<file path="src/rtl/alu_issue_ctrl.sv">
// alu_issue_ctrl: instruction front-end for the 8-bit add / shift-left ALU.
// Decodes 16-bit words, drives the ALU, waits out its latency and writes the result back to a 4x8 register file.
module alu_issue_ctrl #(
  parameter int ALU_LATENCY = 1
) (
  input  logic        sysclk,
  input  logic        rst_n,
  input  logic        instr_valid,
  output logic        instr_ready,
  input  logic [15:0] instr,
  output logic [7:0]  alu_a,
  output logic [7:0]  alu_b,
  output logic [2:0]  alu_imm,
  output logic        alu_opcode,
  input  logic [7:0]  alu_result,
  output logic        done_valid,
  output logic [7:0]  done_data,
  output logic        done_err,
  input  logic [1:0]  dbg_addr,
  output logic [7:0]  dbg_data
);

  localparam logic [1:0] OP_SHL = 2'b00;
  localparam logic [1:0] OP_ADD = 2'b01;
  localparam logic [1:0] OP_LDI = 2'b10;

  typedef enum logic [1:0] {ST_IDLE, ST_EXEC, ST_DONE} state_t;

  state_t      state_reg, state_next;
  logic        live_reg;
  logic [2:0]  cnt_reg;
  logic [1:0]  rd_reg;
  logic [7:0]  alu_a_reg, alu_b_reg;
  logic [2:0]  alu_imm_reg;
  logic        alu_opcode_reg;
  logic [7:0]  done_data_reg;
  logic        done_err_reg;
  logic [7:0]  rf_reg [4];

  logic [1:0]  op, rd, ra, rb;
  logic [7:0]  imm8;
  logic [2:0]  imm3;
  logic        accept, is_alu_op, exec_fire;
  logic        wr_en;
  logic [1:0]  wr_addr;
  logic [7:0]  wr_data;
  logic [3:0]  wr_sel;

  assign op   = instr[15:14];
  assign rd   = instr[13:12];
  assign ra   = instr[11:10];
  assign rb   = instr[9:8];
  assign imm8 = instr[7:0];
  assign imm3 = instr[2:0];

  assign accept    = instr_valid & instr_ready;
  assign is_alu_op = (op == OP_SHL) || (op == OP_ADD);
  assign exec_fire = (state_reg == ST_EXEC) && (cnt_reg == 3'd0);

  // State register
  always_ff @(posedge sysclk or negedge rst_n) begin
    if (!rst_n) begin
      state_reg <= ST_IDLE;
    end else begin
      state_reg <= state_next;
    end
  end

  // Next-state logic
  always_comb begin
    state_next = state_reg;
    case (state_reg)
      ST_IDLE: begin
        if (accept) begin
          state_next = is_alu_op ? ST_EXEC : ST_DONE;
        end
      end
      ST_EXEC: begin
        if (cnt_reg == 3'd0) begin
          state_next = ST_DONE;
        end
      end
      ST_DONE: state_next = ST_IDLE;
      default: state_next = ST_IDLE;
    endcase
  end

  // Outputs; live_reg keeps ready low until the first edge after reset release
  always_comb begin
    instr_ready = (state_reg == ST_IDLE) && live_reg;
    done_valid  = (state_reg == ST_DONE);
  end

  always_ff @(posedge sysclk or negedge rst_n) begin
    if (!rst_n) begin
      live_reg <= 1'b0;
    end else begin
      live_reg <= 1'b1;
    end
  end

  // Operand issue, latency counter and completion data
  always_ff @(posedge sysclk or negedge rst_n) begin
    if (!rst_n) begin
      alu_a_reg      <= 8'd0;
      alu_b_reg      <= 8'd0;
      alu_imm_reg    <= 3'd0;
      alu_opcode_reg <= 1'b0;
      cnt_reg        <= 3'd0;
      rd_reg         <= 2'd0;
      done_data_reg  <= 8'd0;
      done_err_reg   <= 1'b0;
    end else begin
      if (accept) begin
        rd_reg <= rd;
        case (op)
          OP_SHL: begin
            alu_a_reg      <= rf_reg[ra];
            alu_b_reg      <= 8'd0;
            alu_imm_reg    <= imm3;
            alu_opcode_reg <= 1'b0;
            cnt_reg        <= 3'(ALU_LATENCY);
          end
          OP_ADD: begin
            alu_a_reg      <= rf_reg[ra];
            alu_b_reg      <= rf_reg[rb];
            alu_imm_reg    <= 3'd0;
            alu_opcode_reg <= 1'b1;
            cnt_reg        <= 3'(ALU_LATENCY);
          end
          OP_LDI: begin
            done_data_reg <= imm8;
            done_err_reg  <= 1'b0;
          end
          default: begin
            done_data_reg <= 8'd0;
            done_err_reg  <= 1'b1;
          end
        endcase
      end else if (state_reg == ST_EXEC) begin
        if (cnt_reg != 3'd0) begin
          cnt_reg <= cnt_reg - 3'd1;
        end else begin
          done_data_reg <= alu_result;
          done_err_reg  <= 1'b0;
        end
      end
    end
  end

  assign alu_a      = alu_a_reg;
  assign alu_b      = alu_b_reg;
  assign alu_imm    = alu_imm_reg;
  assign alu_opcode = alu_opcode_reg;
  assign done_data  = done_data_reg;
  assign done_err   = done_err_reg;

  // Single write port: LDI writes at accept, ALU ops at the end of EXEC
  always_comb begin
    wr_en   = 1'b0;
    wr_addr = rd;
    wr_data = imm8;
    if (accept && (op == OP_LDI)) begin
      wr_en = 1'b1;
    end else if (exec_fire) begin
      wr_en   = 1'b1;
      wr_addr = rd_reg;
      wr_data = alu_result;
    end
  end

  generate
    for (genvar gi = 0; gi < 4; gi++) begin : g_wsel
      assign wr_sel[gi] = wr_en && (wr_addr == 2'(gi));
    end
  endgenerate

  always_ff @(posedge sysclk or negedge rst_n) begin
    if (!rst_n) begin
      for (int i = 0; i < 4; i++) begin
        rf_reg[i] <= 8'd0;
      end
    end else begin
      for (int i = 0; i < 4; i++) begin
        if (wr_sel[i]) begin
          rf_reg[i] <= wr_data;
        end
      end
    end
  end

  assign dbg_data = rf_reg[dbg_addr];

endmodule

</file>
<file path="config.mk">
export PLATFORM = sky130hd
export DESIGN_NAME = alu_issue_ctrl
export DESIGN_NICKNAME = d
export VERILOG_FILES = /design/src/rtl/alu_issue_ctrl.sv
export SDC_FILE = /design/constraint.sdc
export NUM_CORES = 1
export LEC_CHECK = 0
export CORE_UTILIZATION = 40
export CTS_BUF_LIST = sky130_fd_sc_hd__clkbuf_4
export DETAILED_ROUTE_END_ITERATION = 10
export HOLD_SLACK_MARGIN = 0.03
export PLACE_DENSITY_LB_ADDON = 0.08
export REMOVE_ABC_BUFFERS = 1
export SYNTH_ARGS = -nofsm -noshare
export SYNTH_HDL_FRONTEND = slang
export SYNTH_SLANG_ARGS = --single-unit
</file>
<file path="constraint.sdc">
create_clock -name sysclk -period 4.5 [get_ports sysclk]
set_clock_uncertainty 0.2 [all_clocks]
set_input_delay 0.9 -clock sysclk [delete_from_list [all_inputs] [get_ports sysclk]]
set_output_delay 0.9 -clock sysclk [all_outputs]
set_load 0.01 [all_outputs]
</file>
== Yosys cells after proc, flatten, opt, wreduce, memory -nomap -nowiden ==
Index checks and enable logic that the tools add are counted.
Word-level totals
  register bits after elaboration: 69
  input bits: 29
Cells by class
  $add $sub $neg: 1
  $lt $le $gt $ge: 3
  equal/unequal tests: 12
  multiplexer cells: 34
  bitwise operators: 4
  reductions and logical operators: 22
Operators with widths (number)
  two-way mux 8 bit: 11
  binary-select mux 8 bit (select 2 bit): 3
  one-hot mux 8 bit (2 select lines): 2
  two-way mux 3 bit: 4
  two-way mux 2 bit: 5
  inequality test 2 bit (second input constant): 5
  greater-or-equal comparator 3 bit (second input constant): 3
  inverter 2 -> 3 bit: 3
  equality test 2 bit (second input constant): 4
  logical AND 1 bit: 7
  equality test 2 x 1 -> 1 bit (second input constant): 3
  logical NOT 2 bit: 3
  one-hot mux 3 bit (2 select lines): 1
  AND reduction 2 bit: 3
  AND reduction 3 bit: 2
  nonzero test 2 bit: 3
  two-way mux 1 bit: 5
  one-hot mux 1 bit (2 select lines): 2
  one-hot mux 2 bit (2 select lines): 1
  logical NOT 3 bit: 1
  nonzero test 3 bit: 1
  subtractor 3 x 1 -> 3 bit (second input constant): 1
  OR reduction 2 bit: 1
  bitwise AND 1 bit: 1
  logical OR 1 bit: 1

== Depth between registers and ports, before layout ==
  word-level depth: 7
  gate-level depth with buffers: 8

== Worst setup path after synthesis ==
Ideal clock, no wire load.
  path kind: input-to-output
  start: in dbg_addr[0]
  end: out dbg_data[0]
  data arrival time: 1.688 ns
  slack: 1.712 ns
  cell stages on the path: 2
  path buffers: 1
  cells stage by stage: buf_2 -> mux4_2
On the way
  cells in the longest elaborated chain, start to end: 4
RTL lines
  start, declared: line 19  | input logic [1:0] dbg_addr,
  inverter 2 -> 3 bit (implied by the code): line 192  | assign dbg_data = rf_reg[dbg_addr];
  binary-select mux 8 bit (select 2 bit): line 192
  two-way mux 8 bit (implied by the code) (2 in series): line 192
  end, declared: line 20  | output logic [7:0] dbg_data
No other way between the ends. The select of a mux whose other input is x is not followed.

== Final worst setup path ==
  start: in dbg_addr[0]
  end: out dbg_data[1]
Same word-level chain as after synthesis.

==> flow_summary_export.csv <==
group,metric,value,unit
run_status,status,"finished with violations",
run_status,violations,"design-rule violations",
die,initial_utilization,0.417,
timing,drv_slew,0,
clocking,clockRootBuffer,"clkbuf_4",
die,io_pins,68,
timing,worst_slew_pin_slew,989,ps
routing,dr.pass1.iters,7,
pwr,max-vdd-ir-drop,0.286,mV
timing,final_hold_viol_count,0,
critical_path,cp-end-kind,"primary output",
yosys,ys_types,42,
pwr,power,2.77,mW
routing,routedWlPerCell,18.8,microns
place,placedCellCount,457,
yosys,netlist_instances,297,
global_routing,grt_max_degree,45,
layout,area_delta_synth_final,24.7,%
routing,drt_iter0_drc,144,
pwr,power_leakage,1.81,nW
die,rows,34,
critical_path,critPathKind,"in -> out",
layout,nets,391,
worst_hold_path,hold_path_class,"reg -> reg",
clocking,cts.path.max_buffers,2,
timing,fmax,272,MHz
layout,final_layout_size_suffix_gt1_frac,0.203,
timing,max_slew_margin,0.341,
clocking,postCtsHoldBufs,0,
layout,nFillCells,774,
routing,ant_nets,0,
clocking,cts.sinks,69,
critical_path,cp_max_fo,8,
yosys,synth-seq-cells,69,
yosys,synthesis.area,0.00367,sq mm
global_routing,grt_usage,0.204,
routing,vias,2643,
timing,min_period,3680,ps
die,core,0.00881,sq mm
timing,setup-tns-final,0,ps
global_routing,grt_pass1_wl,14700,microns
pwr,power.density,606,mW/mm^2
routing,drc,16,
critical_path,cp-start-kind,"input port",
timing,rsz0062_at_grt,"no",
global_routing,grt_antenna_before_repair,0,
timing,setup-violations-final,0,
layout,diodes,0,
yosys,synth_edf_count,0,
place,post-place-ws,809,ps
die,chipHeight,97.8,microns
die,die_w,97.8,microns
timing,setup_ws,820,ps
yosys,synth.avg_cell_area,12.4,sq um
critical_path,critPathRequiredTime,3400,ps
layout,largest_register_ffs,32,
clocking,cts_tree,"done",
yosys,synth_flop_cell,"dfrtp_1",
clocking,cts_max_level,3,
clocking,post_cts_resized,0,
die,dieArea,0.00956,sq mm
global_routing,grt_pass1_vias,2572,
timing,period_share,0.818,
yosys,synth_seq_area_share,0.470,
clocking,post_cts_buffers,0,
layout,layout.cells.non_filler,473,
flow_run,timing.max_cap.violations,0,
clocking,numCtsBuffers,9,
routing,via_per_inst,5.59,
place,dp_hpwl,6430,microns
clocking,path_clk_slew,130,ps
place,portBuffers,67,
critical_path,worstPathArrival,2580,ps
yosys,synth-async-reset-ratio,1.00,
clocking,clkLatencyLatePin,420,ps
routing,drt_wl_total,8870,microns
global_routing,overflow,0,
timing,hold_slack,280,ps
place,gp_congestion,0.760,
yosys,yosys_warnings,0,
==> cell usage after synthesis, types with 2 or more instances <==
cell      number  share of area
a21oi_1        8          0.011
a22o_1         8          0.019
a31oi_1        8          0.014
buf_1          3         0.0031
buf_2         12          0.016
clkbuf_1       4         0.0041
dfrtp_1       69           0.47
ha_1           2         0.0068
inv_1          4         0.0041
mux2_2         3         0.0092
mux4_2        24           0.15
nand2_1       33          0.034
nand2b_1      16          0.027
nand3b_1       5          0.010
nor2_1         8         0.0082
nor2b_1       12          0.020
o21ai_2        2         0.0048
o21bai_2       2         0.0061
o221a_1       32          0.098
o22ai_1        2         0.0034
or2_0          2         0.0034
or2_1          2         0.0034
or2_2         16          0.027
or2b_1         2         0.0041
==> worst paths after layout <==
check | start | to | slack, ps | cells past startpoint
worst min-delay path | alu_imm[2] | alu_imm[2] | 280 | 2
max in group asynchronous | rst_n | rf_reg[11] | 2760 | 2
min in group asynchronous | rst_n | alu_b[0] | 410 | 1
worst min register to register | alu_imm[2] | alu_imm[2] | 280 | 2
worst max register to register | cnt_reg[0] | rf_reg[18] | 1940 | 7
worst max-delay path | dbg_addr[0] | dbg_data[1] | 820 | 4
==> routing by layer <==
metal	GRT usage	routed length, microns
met5	0	0
met3	0.0437	377
met4	0.0734	140
met2	0.292	3930
met1	0.305	4420
==> cell families (layout without fill, tap and decap cells) <==
| family | count (synthesis) | in the layout | synth area share |
|---|---|---|---|
| buffers and inverters | 23 | 91 | 0.0276 |
| other | 1 | 1 | 0.00102 |
| multiplexers | 27 | 27 | 0.156 |
| AO/OA/AOI/OAI | 66 | 66 | 0.164 |
| flip-flops | 69 | 69 | 0.470 |
| adder cells (fa/ha/maj) | 2 | 2 | 0.00682 |
| AND/OR/NAND/NOR | 109 | 109 | 0.174 |
==> worst max-delay path, stage by stage <==
cell	delay (ps)
clkdlybuf4s50_1	460
buf_4	200
mux4_2	530
clkdlybuf4s50_1	490
==> placed cells by master, fill, tap and decap left out, drive strengths merged, types with 3 or more instances in the layout <==
| master | n |
|---|---|
| o21bai | 3 |
| mux4 | 24 |
| nor2b | 12 |
| o21ai | 3 |
| inv | 4 |
| a31oi | 8 |
| dfrtp | 69 |
| o221a | 32 |
| mux2 | 3 |
| clkbuf | 10 |
| a22o | 8 |
| nor2 | 8 |
| nand2 | 33 |
| clkdlybuf4s50 | 66 |
| nand2b | 16 |
| or2 | 20 |
| nand3b | 6 |
| buf | 5 |
| a21oi | 9 |
==> stage by stage <==
stage	utilization	cell area (sq um)
2_1_floorplan	-	3580
3_3_place_gp	0.501	4420
3_5_place_dp	0.501	4420
4_1_cts	0.520	4580
5_1_grt	0.520	4580
6_report	0.520	4580
==> power by group <==
group / switching, mW / leakage [nW] / internal [mW]
clock network: 0.237 / 0.0803 / 0.230
logic: 0.411 / 0.900 / 0.723
registers: 0.263 / 0.826 / 0.910
==> cell type report <==
type / count / area (sq um) / area share
multi-input cells: 205 / 1840 / 0.403
flip-flops and latches: 69 / 1730 / 0.377
repair buffers: 71 / 696 / 0.152
well taps: 108 / 135 / 0.0295
clock inverters: 6 / 87.6 / 0.0191
clock buffers: 10 / 75.1 / 0.0164
inverters: 4 / 15.0 / 0.00328
No activity file was read; power rests on OpenSTA's default activity.
